[config.mk]
export PLATFORM = sky130hd
export DESIGN_NAME = fp32_divsqrt_sequencer_flat
export DESIGN_NICKNAME = d
export VERILOG_FILES = /design/src/rtl/fp32_divsqrt_sequencer_if.sv /design/src/rtl/fp32_divsqrt_sequencer.sv /design/src/flat_wrapper.sv
export SDC_FILE = /design/constraint.sdc
export NUM_CORES = 1
export LEC_CHECK = 0
export ABC_AREA = 1
export BUFFER_PORTS_ARGS = -buffer_cell sky130_fd_sc_hd__buf_2
export CORE_MARGIN = 1
export CORE_UTILIZATION = 50
export DETAILED_ROUTE_END_ITERATION = 8
export PLACE_DENSITY = 0.72
export SKIP_LAST_GASP = 1
export SLEW_MARGIN = 20
export SYNTH_ARGS = -nofsm -noshare
export SYNTH_HDL_FRONTEND = slang
export SYNTH_SLANG_ARGS = --single-unit
export TNS_END_PERCENT = 5
[constraint.sdc]
create_clock -name clk -period 4.5 [get_ports clk]
set_input_delay 0.45 -clock clk [delete_from_list [all_inputs] [get_ports clk]]
set_output_delay 0.45 -clock clk [all_outputs]
set_load 0.02 [all_outputs]
[src/rtl/fp32_divsqrt_sequencer_if.sv]
// fp32_divsqrt_sequencer_if: request, unit-side and response signals of the div/sqrt sequencer
interface fp32_divsqrt_sequencer_if #(parameter int TAG_W = 5);
  logic flush;
  logic req_valid, req_ready, req_is_sqrt;
  logic [2:0] req_rm;
  logic [32:0] req_a, req_b;
  logic [TAG_W-1:0] req_tag;
  logic ds_in_valid, ds_in_ready, ds_sqrt_op;
  logic [2:0] ds_rm;
  logic [32:0] ds_a, ds_b;
  logic ds_out_valid_div, ds_out_valid_sqrt;
  logic [32:0] ds_out;
  logic [4:0] ds_exc;
  logic resp_valid, resp_ready, resp_is_sqrt, busy;
  logic [TAG_W-1:0] resp_tag;
  logic [31:0] resp_data;
  logic [4:0] resp_exc;
  modport slave (
    input flush, req_valid, req_is_sqrt, req_rm, req_a, req_b, req_tag,
    input ds_in_ready, ds_out_valid_div, ds_out_valid_sqrt, ds_out, ds_exc, resp_ready,
    output req_ready, ds_in_valid, ds_sqrt_op, ds_rm, ds_a, ds_b,
    output resp_valid, resp_tag, resp_is_sqrt, resp_data, resp_exc, busy
  );
  modport master (
    output flush, req_valid, req_is_sqrt, req_rm, req_a, req_b, req_tag,
    output ds_in_ready, ds_out_valid_div, ds_out_valid_sqrt, ds_out, ds_exc, resp_ready,
    input req_ready, ds_in_valid, ds_sqrt_op, ds_rm, ds_a, ds_b,
    input resp_valid, resp_tag, resp_is_sqrt, resp_data, resp_exc, busy
  );
endinterface

[src/rtl/fp32_divsqrt_sequencer.sv]
// fp32_divsqrt_sequencer: queues tagged div/sqrt requests, issues them one at a time and returns IEEE results
module fp32_divsqrt_sequencer #(
  parameter int DEPTH = 2,
  parameter int TAG_W = 5
) (
  input logic clk,
  input logic rst,
  fp32_divsqrt_sequencer_if.slave bus
);
  localparam int EW = 70 + TAG_W;
  localparam int PW = $clog2(DEPTH);
  localparam int CW = $clog2(DEPTH + 1);
  typedef enum logic [1:0] {IDLE, ISSUE, WAIT, DRAIN} state_t;
  state_t st_q, st_d;
  logic [EW-1:0] mem_q [DEPTH];
  logic [EW-1:0] mem_d [DEPTH];
  logic [PW-1:0] wr_q, wr_d, rd_q, rd_d;
  logic [CW-1:0] cnt_q, cnt_d;
  logic sq_q, sq_d;
  logic [2:0] rm_q, rm_d;
  logic [32:0] a_q, a_d, b_q, b_d;
  logic [TAG_W-1:0] tag_q, tag_d;
  logic rv_q, rv_d, rsq_q, rsq_d;
  logic [TAG_W-1:0] rtag_q, rtag_d;
  logic [31:0] rdata_q, rdata_d;
  logic [4:0] rexc_q, rexc_d;
  logic push, pop, done, cap;
  function automatic logic [31:0] rec_to_ieee(input logic [32:0] x);
    logic [8:0] e;
    logic [22:0] f;
    logic [4:0] sh;
    e = x[31:23];
    f = x[22:0];
    sh = 5'(9'd1 - e);
    return e[8:6] == 3'b000 ? {x[32], 31'b0} :
           e[8:7] == 2'b11  ? {x[32], 8'hFF, e[6] ? f : 23'b0} :
           e < 9'd130       ? {x[32], 8'h00, 23'(({1'b1, f} >> 1) >> sh)} :
                              {x[32], 8'(e - 9'd129), f};
  endfunction
  assign bus.req_ready = (cnt_q < CW'(DEPTH)) & !bus.flush;
  assign bus.ds_in_valid = st_q == ISSUE;
  assign {bus.ds_sqrt_op, bus.ds_rm, bus.ds_a, bus.ds_b} = {sq_q, rm_q, a_q, b_q};
  assign {bus.resp_valid, bus.resp_tag, bus.resp_is_sqrt, bus.resp_data, bus.resp_exc} = {rv_q, rtag_q, rsq_q, rdata_q, rexc_q};
  assign bus.busy = (cnt_q != '0) | (st_q != IDLE) | rv_q;
  always_comb begin
    push = bus.req_valid & bus.req_ready;
    done = bus.ds_out_valid_div | bus.ds_out_valid_sqrt;
    st_d = st_q;
    pop = 1'b0;
    cap = 1'b0;
    case (st_q)
      IDLE: if (cnt_q != '0 && !rv_q && !bus.flush) begin
        st_d = ISSUE;
        pop = 1'b1;
      end
      ISSUE: st_d = bus.flush ? (bus.ds_in_ready ? DRAIN : IDLE) : (bus.ds_in_ready ? WAIT : ISSUE);
      WAIT: if (bus.flush) st_d = done ? IDLE : DRAIN;
      else if (done) begin
        st_d = IDLE;
        cap = 1'b1;
      end
      DRAIN: st_d = done ? IDLE : DRAIN;
    endcase
    mem_d = mem_q;
    if (push) mem_d[wr_q] = {bus.req_is_sqrt, bus.req_rm, bus.req_a, bus.req_b, bus.req_tag};
    wr_d = bus.flush ? '0 : wr_q + PW'(push);
    rd_d = bus.flush ? '0 : rd_q + PW'(pop);
    cnt_d = bus.flush ? '0 : cnt_q + CW'(push) - CW'(pop);
    {sq_d, rm_d, a_d, b_d, tag_d} = pop ? mem_q[rd_q] : {sq_q, rm_q, a_q, b_q, tag_q};
    rv_d = !bus.flush & (cap | (rv_q & !bus.resp_ready));
    {rtag_d, rsq_d, rdata_d, rexc_d} = cap ? {tag_q, sq_q, rec_to_ieee(bus.ds_out), bus.ds_exc}
                                           : {rtag_q, rsq_q, rdata_q, rexc_q};
  end
  always_ff @(posedge clk) mem_q <= mem_d;
  always_ff @(posedge clk or posedge rst)
    if (rst) begin
      st_q <= IDLE;
      wr_q <= '0;
      rd_q <= '0;
      cnt_q <= '0;
      {sq_q, rm_q, a_q, b_q, tag_q} <= '0;
      {rv_q, rtag_q, rsq_q, rdata_q, rexc_q} <= '0;
    end else begin
      st_q <= st_d;
      wr_q <= wr_d;
      rd_q <= rd_d;
      cnt_q <= cnt_d;
      {sq_q, rm_q, a_q, b_q, tag_q} <= {sq_d, rm_d, a_d, b_d, tag_d};
      {rv_q, rtag_q, rsq_q, rdata_q, rexc_q} <= {rv_d, rtag_d, rsq_d, rdata_d, rexc_d};
    end
endmodule

[src/flat_wrapper.sv]
// flat-port wrapper written by rule: the top's interface ports become plain ports
module fp32_divsqrt_sequencer_flat 
#(
  parameter int DEPTH = 2,
  parameter int TAG_W = 5
)
  (clk, rst, bus_flush, bus_req_valid, bus_req_is_sqrt, bus_req_rm, bus_req_a, bus_req_b, bus_req_tag, bus_ds_in_ready, bus_ds_out_valid_div, bus_ds_out_valid_sqrt, bus_ds_out, bus_ds_exc, bus_resp_ready, bus_req_ready, bus_ds_in_valid, bus_ds_sqrt_op, bus_ds_rm, bus_ds_a, bus_ds_b, bus_resp_valid, bus_resp_tag, bus_resp_is_sqrt, bus_resp_data, bus_resp_exc, bus_busy);
  fp32_divsqrt_sequencer_if #(.TAG_W(TAG_W)) bus_i ();
  input logic clk;
  input logic rst;
  input wire logic [$bits(bus_i.flush)-1:0] bus_flush;
  input wire logic [$bits(bus_i.req_valid)-1:0] bus_req_valid;
  input wire logic [$bits(bus_i.req_is_sqrt)-1:0] bus_req_is_sqrt;
  input wire logic [$bits(bus_i.req_rm)-1:0] bus_req_rm;
  input wire logic [$bits(bus_i.req_a)-1:0] bus_req_a;
  input wire logic [$bits(bus_i.req_b)-1:0] bus_req_b;
  input wire logic [$bits(bus_i.req_tag)-1:0] bus_req_tag;
  input wire logic [$bits(bus_i.ds_in_ready)-1:0] bus_ds_in_ready;
  input wire logic [$bits(bus_i.ds_out_valid_div)-1:0] bus_ds_out_valid_div;
  input wire logic [$bits(bus_i.ds_out_valid_sqrt)-1:0] bus_ds_out_valid_sqrt;
  input wire logic [$bits(bus_i.ds_out)-1:0] bus_ds_out;
  input wire logic [$bits(bus_i.ds_exc)-1:0] bus_ds_exc;
  input wire logic [$bits(bus_i.resp_ready)-1:0] bus_resp_ready;
  output wire logic [$bits(bus_i.req_ready)-1:0] bus_req_ready;
  output wire logic [$bits(bus_i.ds_in_valid)-1:0] bus_ds_in_valid;
  output wire logic [$bits(bus_i.ds_sqrt_op)-1:0] bus_ds_sqrt_op;
  output wire logic [$bits(bus_i.ds_rm)-1:0] bus_ds_rm;
  output wire logic [$bits(bus_i.ds_a)-1:0] bus_ds_a;
  output wire logic [$bits(bus_i.ds_b)-1:0] bus_ds_b;
  output wire logic [$bits(bus_i.resp_valid)-1:0] bus_resp_valid;
  output wire logic [$bits(bus_i.resp_tag)-1:0] bus_resp_tag;
  output wire logic [$bits(bus_i.resp_is_sqrt)-1:0] bus_resp_is_sqrt;
  output wire logic [$bits(bus_i.resp_data)-1:0] bus_resp_data;
  output wire logic [$bits(bus_i.resp_exc)-1:0] bus_resp_exc;
  output wire logic [$bits(bus_i.busy)-1:0] bus_busy;
  assign bus_i.flush = bus_flush;
  assign bus_i.req_valid = bus_req_valid;
  assign bus_i.req_is_sqrt = bus_req_is_sqrt;
  assign bus_i.req_rm = bus_req_rm;
  assign bus_i.req_a = bus_req_a;
  assign bus_i.req_b = bus_req_b;
  assign bus_i.req_tag = bus_req_tag;
  assign bus_i.ds_in_ready = bus_ds_in_ready;
  assign bus_i.ds_out_valid_div = bus_ds_out_valid_div;
  assign bus_i.ds_out_valid_sqrt = bus_ds_out_valid_sqrt;
  assign bus_i.ds_out = bus_ds_out;
  assign bus_i.ds_exc = bus_ds_exc;
  assign bus_i.resp_ready = bus_resp_ready;
  assign bus_req_ready = bus_i.req_ready;
  assign bus_ds_in_valid = bus_i.ds_in_valid;
  assign bus_ds_sqrt_op = bus_i.ds_sqrt_op;
  assign bus_ds_rm = bus_i.ds_rm;
  assign bus_ds_a = bus_i.ds_a;
  assign bus_ds_b = bus_i.ds_b;
  assign bus_resp_valid = bus_i.resp_valid;
  assign bus_resp_tag = bus_i.resp_tag;
  assign bus_resp_is_sqrt = bus_i.resp_is_sqrt;
  assign bus_resp_data = bus_i.resp_data;
  assign bus_resp_exc = bus_i.resp_exc;
  assign bus_busy = bus_i.busy;
  fp32_divsqrt_sequencer #(.DEPTH(DEPTH), .TAG_W(TAG_W)) u_core (.clk(clk), .rst(rst), .bus(bus_i));
endmodule
==> metrics, run 1 <==
outcome=finished clean; Std-Cell Rows=55; Tmin final=around 2.5 ns; GPL Wtd Cong=0.937; Die Span X=between 150 and 200 µm; CP Data Required Time=4.93 ns; number of remaining DRC errors=0; final-report hold violation count=0; DPL Wire Length=19200 µm; CTS hold repair buffers=0; CP Max Fanout=95; Post-Route Utilization=0.615; leak pwr=0.00653 µW; startpoint class of the critical path=flop; Root Buffer=clkbuf_16; DR WL/cell=between 15 and 20 µm; core area=0.0228 mm²; asr flop ratio synth=0.455; R2R depth=6; area fraction of the dominant cell type after synthesis=0.384; post-synthesis cell count=1160; arrival time at the worst endpoint=2.89 ns; Worst Max-Slew Pin Slew=1.01 ns; DRT antenna net count=0; Clock Path Buffers=3; count of state elements after synthesis=about 280; clk sinks=275; Worst VDD drop=0.438 mV; share of layout cells above drive strength 1=0.227; I/O Buffers=237; first drt pass iteration count=5; Post-synth EDFFs=150; power per cell area=576 mW/mm²; reg2reg setup slack=between 2 and 2.5 ns; Synth cell types=38; Rel. slew slack=0.329; synth top area cells=edfxtp_1, dfrtp_1, nand2_1, nor2_1, o31ai_1; clock skew=0.0332 ns; Die Ht=155 µm; R2R Path End=u_core.bus.ds_a[26]; HP Start=bus_req_rm[2]; Mapped Area=0.0117 mm²; cell taking the most area after synthesis=edfxtp_1; final WL=29100 µm; antenna violations before repair=7; first-pass GRT wire length=46100 µm; Yosys warning total=0; Worst Hold Path EP=u_core.mem_q[148]; CTS clk-pin slew, worst paths=0.06 ns; maximum clock rate=407 MHz; top cells by count, synth=nand2_1, nor2_1, edfxtp_1; post-CTS sizing=0; H-tree lvl count=1; largest net degree at the start of global routing=96; post-placement cell count=1659; CTS Buf Count=28; Total Routing Usage GR=0.245; Synth Flop Type=edfxtp_1; Hold Path Cell Cnt=1; initial core utilization=0.513; HP Class=input pin to flop; fin cells=~1700; Vias=8972; Mean Syn Cell Area=10.1 µm²; Initial DRC Count=about 550; Max-cap violations=0; TNS Setup=0 ns; I/O pins=238; vias in the first global route=8649; Syn Nets=1288; post-CTS setup buffers=0; Crit. End Element=flop; final slew viol count=0; share of the clock period used by the worst path=0.546; TritonCTS clock tree=built; routed vias/inst=5.24; Die Footprint=0.0241 mm²; area grow syn2layout=19.9%; nets=1504; r2r startpoint=u_core.cnt_q[1]; GR Overflow Total=0; critical path type=flop to flop; register area share after synthesis=0.651; clk_lat worst skew=0.57 ns; most frequent cell after synthesis=nand2_1; RSZ-0062 raised after global routing=no; Final setup viols=0
## worst max path at each step
stage / start / to / cells past startpoint
after floorplan: rst / u_core.bus.ds_a[0] / 1
after global placement: bus_ds_out[24] / u_core.bus.resp_data[5] / 13
after detailed placement: bus_ds_out[24] / u_core.bus.resp_data[3] / 13
after CTS: u_core.cnt_q[1] / u_core.mem_q[128] / 3
after global routing: u_core.cnt_q[1] / u_core.bus.ds_b[22] / 6
final: u_core.cnt_q[1] / u_core.bus.ds_a[26] / 6
## power breakdown
part           switching, µW  internal, µW
Sequential               285          3230
Combinational           1560           740
Clock                    976          1320
Total                   2820          5290
## layout make-up
type	instances	area (µm²)
fill	1924	8780
sequential	275	7630
multi-input combinational	781	3660
timing repair buffer	249	1280
clock buffer	38	808
tap	313	392
inverter	41	161
clock inverter	14	121
antenna	2	5.00
## stage by stage
stage                     hold slack (ns)  power (µW)  setup WS, ns  instance area (µm²)
after global placement              0.452        5820          1.56                13100
after floorplan                     0.449        5000         0.722                11700
after detailed placement            0.456        5870          1.57                13100
final                              0.0606        8100          2.05                14100
after CTS                          0.0378        8180          2.02                14100
after global routing               0.0388        8540          1.81                14100
## state kept, by name, indices dropped and copies added (netlist names)
register	count
u_core.bus.ds_sqrt_op	1
u_core.wr_q	1
u_core.rd_q	1
u_core.bus.resp_data	32
u_core.bus.resp_is_sqrt	1
u_core.bus.ds_rm	3
u_core.bus.ds_b	33
u_core.bus.resp_exc	5
u_core.bus.resp_valid	1
u_core.mem_q	150
u_core.st_q	2
u_core.tag_q	5
u_core.bus.resp_tag	5
u_core.bus.ds_a	33
u_core.cnt_q	2
## layout by cell type (no fill, tap or decap), types with 3 or more instances in the layout
| cell | Yosys | final |
|---|---|---|
| dfrtp_1 | 125 | 124 |
| nand4_1 | 3 | 3 |
| nand2_2 | 3 | 3 |
| clkbuf_8 | 0 | 7 |
| xor2_1 | 3 | 3 |
| inv_2 | 4 | 3 |
| clkinv_2 | 1 | 11 |
| buf_2 | 20 | 237 |
| o21ai_0 | 54 | 54 |
| nand3_1 | 83 | 83 |
| xnor2_1 | 3 | 3 |
| inv_1 | 36 | 35 |
| nor2_1 | 165 | 165 |
| ha_1 | 7 | 5 |
| a21oi_1 | 13 | 13 |
| buf_4 | 4 | 12 |
| o31ai_1 | 76 | 76 |
| o21ai_1 | 3 | 3 |
| clkbuf_1 | 30 | 3 |
| o21bai_1 | 6 | 6 |
| nand2_1 | 342 | 341 |
| clkbuf_16 | 0 | 28 |
| edfxtp_1 | 150 | 150 |
| nor3_1 | 3 | 3 |
## layer usage
layer,vias up,global-route usage,wire (µm)
met4,6,0.0627,626
met2,312,0.400,13600
met5,-,0,40
met1,4239,0.323,12200
li1,4366,-,-
met3,49,0.0691,2540
## kinds of logic after synthesis
| logic type | share of synthesized area |
|---|---|
| fa+ha+maj | 0.00747 |
| flops | 0.651 |
| compound gates | 0.0877 |
| simple gates | 0.210 |
| xor+xnor | 0.00448 |
| buf+inv | 0.0394 |
## worst max-delay path: stages (launching register included)
cell	delay [ns]
dfrtp_1	0.42
nor2_1	0.20
nor3_2	0.09
nand2_4	0.71
buf_4	0.63
nand2_1	0.10
o31ai_1	0.10
(Power assumes the default switching activity.)
==> inputs of run 2 (changes only) <==
ABC_AREA = 0   (was 1)
PLACE_DENSITY = 0.71   (was 0.72)
clock period = 2.3 ns   (was 4.5 ns; I/O delays follow)
==> run 2 against run 1 <==
Power increased by 110%. Non-clock buffer count increased by 138. Worst setup slack got worse by 1.8 ns. Synthesized cell count decreased by 18%. Utilization increased by 5.4 points. Clock skew decreased by 0.023 ns. Synthesized area increased by 2.9%. Critical path depth increased by 2.
==> metrics, run 2 <==
Crit. End Element=flop; Clock Path Buffers=3; GPL Wtd Cong=0.957; Die Footprint=approximately 0.025 mm²; M3 GR Usage=0.0501; Worst Max-Slew Pin Slew=0.801 ns; Rel. slew slack=0.465; final WL=roughly 33000 µm; critical path type=flop to flop; Worst VDD drop=0.972 mV; CP Data Required Time=2.76 ns; CTS Buf Count=28; clk sinks=approximately 280; DP Worst Slack=-0.0514 ns; gr busiest metal=met2; post-synthesis cell count=about 950; Worst Setup SP=u_core.st_q[0]; largest net degree at the start of global routing=92; worst path cell trace=nor2_2 -> o21ai_0 -> or3_4 -> xnor2_1 -> ha_1 -> xor2_1 -> or3_1 -> a21oi_1; final worst setup slack=0.280 ns; met2 GRT Util=0.461; first drt pass iteration count=5; Die Span X=~160 µm; area fraction of the dominant cell type after synthesis=0.373; Hold Slack=roughly 0.05 ns; clock skew=0.0105 ns; core area=roughly 0.024 mm²; Tmin final=about 2.0 ns; I/O pins=between 200 and 250; HP Start=bus_ds_out[31]; register area share after synthesis=0.633; number of remaining DRC errors=0; CTS clk-pin slew, worst paths=approximately 0.06 ns; Post-Route Utilization=0.670; post-CTS setup buffers=0; Initial DRC Count=557; r2r startpoint=u_core.st_q[0]; Post-synth EDFFs=150; share of layout cells above drive strength 1=0.303; reg2reg setup slack=0.28 ns; Synth cell types=62; DRT antenna net count=0; max reg flops=150; asr flop ratio synth=0.455; TritonCTS clock tree=built; power per cell area=1090 mW/mm²; initial core utilization=0.512; DR WL/cell=between 20 and 25 µm; vias in the first global route=9230; most frequent cell after synthesis=edfxtp_1; Mapped Area=0.0121 mm²; synth top area cells=edfxtp_1, dfrtp_1, mux2i_1, o21ai_0, nand2_1; Slowest cell on crit path=dfrtp_1; area grow syn2layout=30.7%; GR Overflow Total=0; nets=1421; Syn Nets=1074; met1 global-route usage=0.337; maximum clock rate=roughly 490 MHz; Yosys warning total=0; Synth Flop Type=edfxtp_1; top cells by count, synth=edfxtp_1, dfrtp_1, nand2_1; Worst Hold Path EP=u_core.bus.resp_data[30]; first-pass GRT wire length=50600 µm; Hold Path Cell Cnt=3; I/O Buffers=237; commonest non-fill, non-tap cell in the layout=buf_2; Layout fillers=1746; final slew viol count=0; routed vias/inst=5.56; Root Buffer=clkbuf_16; HP Class=input pin to flop; leak pwr=0.00667 µW; Die Ht=157 µm; arrival time at the worst endpoint=between 2 and 2.5 ns; crit-path max cell delay=0.42 ns; H-tree lvl count=1; Mean Syn Cell Area=12.8 µm²; Std-Cell Rows=56; DPL Wire Length=between 20000 and 25000 µm; share of the clock period used by the worst path=0.878; RSZ-0062 raised after global routing=no; outcome=finished clean; R2R Path End=u_core.cnt_q[1]; R2R depth=8; Vias=9093; Total Routing Usage GR=0.269; CP Max Fanout=4; most frequent cells in the layout=buf_2, edfxtp_1, dfrtp_1; cell taking the most area after synthesis=edfxtp_1; Final setup viols=0; final-report hold violation count=0; startpoint class of the critical path=flop; Reg with most FFs=u_core.mem_q; count of state elements after synthesis=approximately 280; Max-cap violations=0; clk_lat worst skew=approximately 0.54 ns; antenna violations before repair=1
==> run 2: cell count changes in the layout (fill, tap and decap cells not counted), sizes merged, moves of 38 or more <==
cell         delta
nand2         -242
a21oi          +38
nor2          -148
buf            +53
mux2i          +89
dlygate4sd3    +85
o31ai          -72
nand3          -75
o21ai          +47
==> run 2: logic make-up after synthesis <==
kind of cell             Yosys count  synth area share
AO/OA/AOI/OAI                    238             0.120
XOR/XNOR                           9           0.00653
adder cells (fa/ha/maj)            7           0.00726
buffers and inverters             85            0.0313
flip-flops                       275             0.633
multiplexers                     127             0.121
AND/OR/NAND/NOR                  205            0.0809
==> run 2: metrics by stage <==
| stage | instances | TNS, ns | area, µm² | total power, µW |
|---|---|---|---|---|
| after global routing | 1635 | 0 | 15800 | 18100 |
| after floorplan | 946 | -139.60 | 12100 | 10600 |
| after global placement | 1497 | 0 | 14000 | 12500 |
| final | 1635 | 0 | 15800 | 17300 |
| after detailed placement | 1497 | -0.0514 | 14000 | 12700 |
| after CTS | 1634 | 0 | 15800 | 17200 |
==> run 2: worst max-delay path by stage <==
stage | endpoint | cells after the start
after global routing | u_core.cnt_q[1] | 8
after detailed placement | u_core.bus.resp_data[3] | 10
after global placement | u_core.bus.resp_data[3] | 9
after floorplan | u_core.mem_q[0] | 4
after CTS | u_core.cnt_q[1] | 8
final | u_core.cnt_q[1] | 8
==> run 2: critical path: cells and delay by family (launching register included) <==
kind / cells / cell delay, ns
simple gates: 3 / 0.80
xor+xnor: 2 / 0.28
fa+ha+maj: 1 / 0.21
flops: 1 / 0.42
compound gates: 2 / 0.25
==> run 2: routing by layer <==
layer / routed length [µm] / vias up / part of all wire
li1: - / 4201 / -
met1: 12800 / 4440 / 0.39
met2: 16400 / 380 / 0.50
met3: 2430 / 72 / 0.074
met4: 1180 / 0 / 0.036
met5: 0 / - / 0
==> run 2: cell type report <==
class / count / area [µm²] / share of cell area
Sequential cell: 275 / 7640 / 0.484
Tap cell: 319 / 399 / 0.0253
Clock inverter: 9 / 47.5 / 0.00302
Antenna cell: 1 / 2.50 / 0.000159
Clock buffer: 43 / 860 / 0.0545
Timing Repair Buffer: 387 / 2680 / 0.170
Multi-Input combinational cell: 586 / 4090 / 0.259
Inverter: 15 / 60.1 / 0.00381
==> run 2: power breakdown <==
part / switching, µW / internal (µW)
registers: 713 / 6490
clock network: 1900 / 2570
logic: 3480 / 2110
==> run 2: repair_timing <==
action	CTS	global route
hold buffers	85	0
resized for setup	0	0
hold endpoints to repair	188	0
setup endpoints to repair	0	0
==> inputs of run 3 (changes only) <==
ABC_AREA = 1   (was 0)
PLACE_DENSITY = 0.72   (was 0.71)
==> run 3 against run 2 <==
Global-route usage increased by 0.081 points. Power decreased by 3.4%. Fmax increased by 10%. Sequential share of layout area increased by 1.8 points. Worst setup slack improved by 0.18 ns. Clock power increased by 12%. Combinational power decreased by 15%. Hold slack got worse by 0.011 ns.
==> metrics, run 3 (same netlist as run 1, synthesis figures left out) <==
critical path type=flop to primary output; RSZ-0062 raised after global routing=no; area grow syn2layout=29.7%; Total Routing Usage GR=0.270; first-pass GRT wire length=50600 µm; Root Buffer=clkbuf_16; leak pwr=0.00702 µW; clock skew=just under 0.03 ns; HP Class=input pin to flop; I/O pins=around 240; Clock Path Buffers=3; outcome=finished clean; first drt pass iteration count=5; final WL=roughly 32000 µm; Std-Cell Rows=55; final-report hold violation count=0; commonest non-fill, non-tap cell in the layout=nand2_1; power per cell area=1100 mW/mm²; max reg flops=150; top sig layer=met4; antenna violations before repair=1; number of remaining DRC errors=0; Die Ht=155 µm; DP Worst Slack=0.329 ns; clk_lat worst skew=approximately 0.56 ns; routed vias/inst=5.29; nets=1603; Rel. slew slack=0.376; Hold Slack=0.0404 ns; CTS clk-pin slew, worst paths=0.06 ns; H-tree lvl count=1; CP Max Fanout=5; r2r startpoint=u_core.st_q[0]; arrival time at the worst endpoint=about 1.6 ns; DRT antenna net count=0; Reg with most FFs=u_core.mem_q; Layout fillers=1732; initial core utilization=0.513; HP Start=bus_ds_out_valid_div; Slowest cell on crit path=dfrtp_1; core area=0.0228 mm²; Post-Route Utilization=0.666; share of the clock period used by the worst path=0.798; Die Span X=155 µm; DR WL/cell=17.9 µm; Tmin final=around 1.8 ns; Worst Setup SP=u_core.st_q[1]; Die Footprint=0.0241 mm²; routed wl met2=15700 µm; TNS Setup=0 ns; TritonCTS clock tree=built; Crit. End Element=primary output; largest net degree at the start of global routing=120; I/O Buffers=~240; CP Data Required Time=2.07 ns; startpoint class of the critical path=flop; most frequent cells in the layout=nand2_1, buf_2, nor2_1; vias in the first global route=9530; DPL Wire Length=about 20000 µm; crit-path max cell delay=between 0.4 and 0.5 ns; final worst setup slack=0.464 ns; maximum clock rate=545 MHz; Initial DRC Count=828; GR Overflow Total=0; GPL Wtd Cong=0.962; clk sinks=275; CTS Buf Count=28; share of layout cells above drive strength 1=0.219; Worst Max-Slew Pin Slew=0.935 ns; met3 wire length=roughly 2700 µm; Vias=9583; Final setup viols=0; M1 wire length=13200 µm; Worst VDD drop=1.08 mV; final slew viol count=0; worst path cell trace=nor2_1 -> nand3_1 -> buf_2; Max-cap violations=0
[run 3: final timing paths]
| path | end | slack, ns | cells after the start |
|---|---|---|---|
| setup / recovery | bus_busy | 0.46 | 3 |
| hold / removal | u_core.st_q[1] | 0.04 | 4 |
| setup reg to reg | u_core.bus.resp_data[22] | 0.51 | 7 |
| hold reg to reg | u_core.bus.resp_exc[4] | 0.47 | 2 |
| max in group asynchronous | u_core.bus.ds_b[14] | 1.10 | 4 |
| min in group asynchronous | u_core.bus.resp_data[10] | 0.45 | 3 |
[run 3: timing repair]
item	CTS	global route
hold endpoints to repair	196	0
resized for setup	0	0
setup endpoints to repair	0	0
setup buffers	0	0
hold buffers	86	0
[run 3: cell type report]
cell class,count,area [µm²],share of cell area
Clock inverter,7,160,0.0105
Tap cell,313,392,0.0257
Sequential cell,275,7630,0.502
Multi-Input combinational cell,781,3660,0.241
Antenna cell,1,2.50,0.000165
Clock buffer,45,877,0.0577
Inverter,41,159,0.0104
Timing Repair Buffer,348,2320,0.153
[run 3: power breakdown]
part           internal (µW)  total (µW)  switching (µW)  leakage (µW)
sequential              6320        6940             623       0.00295
combinational           1590        4740            3150       0.00356
clock                   3070        4990            1920      0.000505
total                  11000       16700            5700       0.00702
[run 3: critical path, delay by kind of cell, from the launching register on]
family        cells  cell delay (ns)
simple gates      2             0.46
flops             1             0.43
buf+inv           1             0.17
[run 3: stage by stage]
step	power (µW)	instances	instance area (µm²)
floorplan	9780	1160	11700
global placement	11400	1672	13300
detailed placement	11600	1672	13300
CTS	16700	1810	15200
global route	17500	1810	15200
finish	16700	1811	15200
[run 3: metal layers]
layer,global-route usage,up-vias
met2,0.457,386
met1,0.347,4579
met5,0,-
met4,0.0787,0
li1,-,4561
met3,0.0632,57
